File: config.mk
export PLATFORM = sky130hd
export DESIGN_NAME = sc_bitstream_decoder
export DESIGN_NICKNAME = d
export VERILOG_FILES = /design/src/rtl/sc_decode_pkg.sv /design/src/rtl/sc_window_counter.sv /design/src/rtl/sc_bitstream_decoder.sv
export SDC_FILE = /design/constraint.sdc
export NUM_CORES = 1
export LEC_CHECK = 0
export BUFFER_PORTS_ARGS = -buffer_cell sky130_fd_sc_hd__clkbuf_2
export CORE_ASPECT_RATIO = 1.75
export CORE_UTILIZATION = 45
export DETAILED_ROUTE_END_ITERATION = 12
export GPL_TIMING_DRIVEN = 0
export PLACE_DENSITY = 0.67
export SLEW_MARGIN = 20
export SYNTH_ARGS = -nofsm -noshare
export SYNTH_HDL_FRONTEND = slang
export SYNTH_SLANG_ARGS = --single-unit
File: constraint.sdc
create_clock -name clk -period 2.7 [get_ports clk]
set_input_delay 0.675 -clock clk [delete_from_list [all_inputs] [get_ports clk]]
set_output_delay 0.675 -clock clk [all_outputs]
set_load 0.005 [all_outputs]
File: src/rtl/sc_decode_pkg.sv
// sc_decode_pkg: shared definitions for the stochastic-to-binary decoder.
//   - sc_state_e        : decoder FSM states (IDLE, ACC, HOLD)
//   - SC_DEFAULT_CWIDTH : default window exponent / output width
//   - sat_unipolar()    : clamps a ones count to the largest CWIDTH-bit value
package sc_decode_pkg;

    localparam int unsigned SC_DEFAULT_CWIDTH = 8;

    typedef enum logic [1:0] {
        IDLE,
        ACC,
        HOLD
    } sc_state_e;

    // A full window of ones yields 2^width, which does not fit in width bits;
    // clamp it to all-ones. Valid for width up to 31.
    function automatic logic [31:0] sat_unipolar(input logic [31:0] count,
                                                 input int unsigned width);
        logic [31:0] max_val;
        max_val = (32'd1 << width) - 32'd1;
        return (count > max_val) ? max_val : count;
    endfunction

endpackage

File: src/rtl/sc_window_counter.sv
// sc_window_counter: counts valid samples within one decode window.
// Ports:
//   clk, rst : clock, synchronous active-high reset
//   clr      : zero the counter (takes priority over en)
//   en       : count one sample this cycle
//   tc       : counter holds 2^CWIDTH-1, i.e. the next enabled sample
//              completes the window
module sc_window_counter #(
    parameter int unsigned CWIDTH = 8
) (
    input  logic clk,
    input  logic rst,
    input  logic clr,
    input  logic en,
    output logic tc
);

    localparam logic [CWIDTH:0] LAST_IDX = {1'b0, {CWIDTH{1'b1}}};

    logic [CWIDTH:0] cnt_q;
    logic [CWIDTH:0] cnt_d;

    always_comb begin
        cnt_d = cnt_q;
        if (clr) begin
            cnt_d = '0;
        end else if (en) begin
            cnt_d = cnt_q + 1'b1;
        end
    end

    always_ff @(posedge clk) begin
        if (rst) begin
            cnt_q <= '0;
        end else begin
            cnt_q <= cnt_d;
        end
    end

    assign tc = (cnt_q == LAST_IDX);

endmodule

File: src/rtl/sc_bitstream_decoder.sv
// sc_bitstream_decoder: counts the ones of a unipolar stochastic bitstream
// over 2^CWIDTH valid samples and offers the result on a valid/ready port.
// Optional build macro: SC2BIN_BIPOLAR_EN selects two's-complement bipolar
// output (count - 2^(CWIDTH-1), saturated at the top); default is unipolar.
// Ports:
//   clk, rst  : clock, synchronous active-high reset
//   start     : begin a new window (honoured in IDLE, or in HOLD on accept)
//   in_valid  : bit_in carries a sample this cycle
//   bit_in    : stochastic sample
//   busy      : high while in ACC or HOLD
//   out_valid : result held and waiting for out_ready
//   out_ready : consumer accepts the result
//   value     : decoded result, retained after acceptance
module sc_bitstream_decoder
    import sc_decode_pkg::*;
#(
    parameter int unsigned CWIDTH = SC_DEFAULT_CWIDTH
) (
    input  logic              clk,
    input  logic              rst,
    input  logic              start,
    input  logic              in_valid,
    input  logic              bit_in,
    output logic              busy,
    output logic              out_valid,
    input  logic              out_ready,
    output logic [CWIDTH-1:0] value
);

    sc_state_e         state_q, state_d;
    logic [CWIDTH:0]   ones_q, ones_d;
    logic [CWIDTH-1:0] value_q, value_d;
    logic              out_valid_q, out_valid_d;
    logic              busy_q, busy_d;

    logic              win_clr;
    logic              win_en;
    logic              win_tc;
    logic [CWIDTH:0]   ones_sum;
    logic [CWIDTH-1:0] result_enc;

`ifdef SC2BIN_BIPOLAR_EN
    localparam logic [CWIDTH-1:0] SIGN_BIT = {1'b1, {(CWIDTH-1){1'b0}}};
`endif

    sc_window_counter #(
        .CWIDTH (CWIDTH)
    ) u_window_counter (
        .clk (clk),
        .rst (rst),
        .clr (win_clr),
        .en  (win_en),
        .tc  (win_tc)
    );

    assign win_en   = in_valid && (state_q == ACC);
    assign ones_sum = ones_q + (CWIDTH+1)'(bit_in);

    // Bipolar offset of 2^(CWIDTH-1) on the saturated count is just an MSB
    // flip, and the unipolar clamp at 2^CWIDTH-1 gives the +2^(CWIDTH-1)-1 cap.
    always_comb begin
        result_enc = CWIDTH'(sat_unipolar(32'(ones_sum), CWIDTH));
`ifdef SC2BIN_BIPOLAR_EN
        result_enc = result_enc ^ SIGN_BIT;
`endif
    end

    always_comb begin
        state_d     = state_q;
        ones_d      = ones_q;
        value_d     = value_q;
        out_valid_d = out_valid_q;
        win_clr     = 1'b0;

        case (state_q)
            IDLE: begin
                if (start) begin
                    state_d = ACC;
                    ones_d  = '0;
                    win_clr = 1'b1;
                end
            end
            ACC: begin
                if (in_valid) begin
                    ones_d = ones_sum;
                    if (win_tc) begin
                        state_d     = HOLD;
                        value_d     = result_enc;
                        out_valid_d = 1'b1;
                    end
                end
            end
            HOLD: begin
                if (out_ready) begin
                    out_valid_d = 1'b0;
                    if (start) begin
                        state_d = ACC;
                        ones_d  = '0;
                        win_clr = 1'b1;
                    end else begin
                        state_d = IDLE;
                    end
                end
            end
            default: begin
                state_d = IDLE;
            end
        endcase

        busy_d = (state_d != IDLE);
    end

    always_ff @(posedge clk) begin
        if (rst) begin
            state_q     <= IDLE;
            ones_q      <= '0;
            value_q     <= '0;
            out_valid_q <= 1'b0;
            busy_q      <= 1'b0;
        end else begin
            state_q     <= state_d;
            ones_q      <= ones_d;
            value_q     <= value_d;
            out_valid_q <= out_valid_d;
            busy_q      <= busy_d;
        end
    end

    assign busy      = busy_q;
    assign out_valid = out_valid_q;
    assign value     = value_q;

endmodule

==> impl_metrics.py <==
metrics = {
    "cells_and_area": {
        "stdcell_count": 226,
        "area_growth_pct": 15.4,
        "drive_gt1_share_pct": 22.3,
        "final_area_um2": 1640,
        "final_util_pct": 55.5,
        "layout.nets": 193,
        "final_common_cell": "dfxtp_1",
        "final_cell_mix": "dfxtp_1 (30), nor2_1 (28), clkbuf_2 (15), nand2_1 (11), xnor2_1 (10)",
        "n_antenna_cell": 0,
    },
    "cts": {
        "clock-sinks": 30,
        "clock_latency_ns": 0.29,
        "clkTransAtPathRegs_ns": 0.07,
        "cts_hold_buf": 0,
        "cts_tree": "yes",
        "max-clock-path-buffers": 2,
        "cts-root-buf": "clkbuf_8",
        "cts_setup_buffers": 0,
        "cts.htree.levels": 2,
        "cts_made_buffers": 5,
        "cts-resized-gates": 0,
    },
    "global_routing": {
        "grt_use_total_pct": 20.5,
        "grt_first_pass_wirelength_um": 5160,
        "grt_max_degree": 11,
        "grt_pass1_vias": 1160,
        "antenna_found_initial": 0,
        "overflow": 0,
    },
    "pwr": {
        "peakVddDrop_uv": 384,
        "sw_frac_of_total_pct": 23.3,
        "p_switching_uw": 203,
        "clock_power_share_pct": 42.8,
        "p_leak_nw": 0.577,
        "p_seq_share_pct": 51.7,
        "p_comb_share_pct": 5.5,
        "p_int_uw": 668,
        "cellPowerDensity_nw_per_um2": 530,
    },
    "placed_design": {
        "dpl.hpwl_um": 2150,
        "place_congestion": 0.845,
        "port_buffers": 15,
        "dpl-instance-area_um2": 1550,
        "dp_slack_ns": 0.311,
        "dp.cells": 218,
    },
    "setup_path": {
        "r2r_cells": 9,
        "arrival_ns": 2.46,
        "cp.depth": 9,
        "critical_path.startpoint_type": "register",
        "r2r_end": "value[1]",
        "timing.rr.start": "u_window_counter.cnt_q[0]",
        "crit_buf_inv": 1,
        "cp_slowest_cell": "nor3_2",
        "crit_type": "reg -> reg",
        "required_ns": 2.85,
        "path_cells": "ha_1 -> nand2_1 -> nor3_1 -> ha_1 -> nand2_1 -> nor3_2 -> and3_1 -> buf_6 -> a211oi_2",
        "reg2reg_setup_slack_ns": 0.39,
        "crit_fanout": 10,
        "critPathMaxStageDelay_ns": 0.49,
        "critPathTopFamily": "simple AND/OR/NAND/NOR gates",
        "cp-end-kind": "register",
    },
    "floorplan": {
        "die_w_um": 44.5,
        "core_area_um2": 2960,
        "io_pins": 16,
        "start_util_pct": 48.1,
        "fp-row-count": 26,
        "die_h_um": 76.4,
        "die-area_um2": 3400,
    },
    "sta": {
        "skew_ns": 0.00757,
        "worstMarginPinSlew_ns": 0.624,
        "grt_setup_unrepaired": "false",
        "slew_violations": 0,
        "max_freq_mhz": 433,
        "finalSetupTns_ns": 0,
        "timing.final.crit_share_pct": 85.5,
        "setup_viol": 0,
        "max_slew_margin_pct": 58.4,
        "fin_crit_ns": 2.31,
        "finalHoldViolations": 0,
        "worst_slack_ns": 0.392,
    },
    "detailed_routing": {
        "avgRoutedWirePerCell_um": 13.0,
        "drc_errors": 0,
        "drtAntennaViolNets": 0,
        "drtIter0Drc": 41,
        "vias": 1184,
        "drt-total-wl_um": 2930,
        "wl_met3_um": 92,
        "top_layer": "met4",
        "route.met2.wl_um": 1570,
        "first_pass_iters": 4,
        "avgViaCountPerCell": 5.24,
        "wl_met1_um": 1200,
    },
    "yosys": {
        "synth_fp_nets": 171,
        "synth_cells": 161,
        "synth_cell_type_count": 35,
        "synth_edf_count": 0,
        "yosys-top-cells-area": "dfxtp_1 (42%), nor2_1 (7.4%), a211oi_2 (7.0%)",
        "yosysSeqAreaShare_pct": 42.1,
        "synthFlopType": "dfxtp_1",
        "yosysWarnings": 0,
        "synth_top_cell_area_share_pct": 42.1,
        "syn_area_um2": 1430,
        "synth_area_per_cell_um2": 8.85,
        "async_flop_share_pct": 0,
        "ys_ff_latch": 30,
        "synth.largest_area_cell": "dfxtp_1",
    },
    "min_path": {
        "hp-class": "reg -> reg",
        "min_to": "out_valid",
        "min-delay-start": "out_valid",
        "whs_path_depth": 2,
    },
    "run": {
        "max_cap_violations": 0,
    },
    "status": {
        "outcome": "completed",
    },
}
per-stage QoR:
step           hold WS [ns]  power (mW)
2_1_floorplan         0.453       0.491
3_3_place_gp          0.453       0.507
3_5_place_dp          0.465       0.508
4_1_cts               0.473       0.882
5_1_grt               0.533       0.908
6_report              0.467       0.871
flip-flops by register name (all words and copies together), names as in the netlist:
register	cells
ones_q	9
value	8
state_q	2
busy	1
out_valid	1
u_window_counter.cnt_q	9
power groups by stage:
| stage | registers, mW | clock network, mW | logic (mW) |
|---|---|---|---|
| floorplan | 0.460 | 0 | 0.0316 |
| global placement | 0.460 | 0 | 0.0470 |
| detailed placement | 0.460 | 0 | 0.0482 |
| CTS | 0.450 | 0.384 | 0.0482 |
| global route | 0.451 | 0.403 | 0.0536 |
| finish | 0.451 | 0.373 | 0.0478 |
cell families after synthesis:
kind of cell	share of synthesized area [%]
buf+inv	4.92
fa+ha+maj	3.51
compound gates	17.5
xor+xnor	7.99
simple gates	24.0
flops	42.1
worst max path at each step:
stage	start	end	slack, ns
5_1_grt	u_window_counter.cnt_q[0]	value[5]	0.20
4_1_cts	u_window_counter.cnt_q[0]	value[1]	0.31
6_report	u_window_counter.cnt_q[0]	value[1]	0.39
3_5_place_dp	u_window_counter.cnt_q[0]	value[1]	0.31
3_3_place_gp	bit_in	value[1]	0.41
2_1_floorplan	bit_in	value[0]	0.62
cell type report:
| type | count | area (µm²) |
|---|---|---|
| repair buffers | 15 | 75.1 |
| inverters | 5 | 18.8 |
| flip-flops and latches | 30 | 601 |
| clock inverters | 1 | 5.00 |
| plain buffers | 9 | 51.3 |
| clock buffers | 7 | 86.3 |
| multi-input cells | 117 | 754 |
| fillers | 269 | 1320 |
| well taps | 42 | 52.6 |
routing by layer:
layer / vias to the layer above / track usage, %
li1: 605 / -
met1: 554 / 21.4
met2: 19 / 34.4
met3: 6 / 5.92
met4: 0 / 12.1
met5: - / 0
cell usage after synthesis (3+ instances only):
cell type  instances
nand3b_1           4
xor2_1             3
a211oi_2           8
xnor2_1           10
dfxtp_1           30
a311oi_1           3
nand4_1            3
a21oi_1            7
inv_1              5
nand2b_1           3
nand3_1            5
ha_1               4
nor2_1            28
nor3_1             4
nand2_1           11
o21ai_0            6
worst register-to-register path, cell delays in order (launching register included):
cell      delay (ns)
dfxtp_1         0.37
ha_1            0.21
nand2_1         0.09
nor3_1          0.23
ha_1            0.18
nand2_1         0.10
nor3_2          0.49
and3_1          0.27
buf_6           0.15
a211oi_2        0.08
Power figures use the tool's default switching activity.
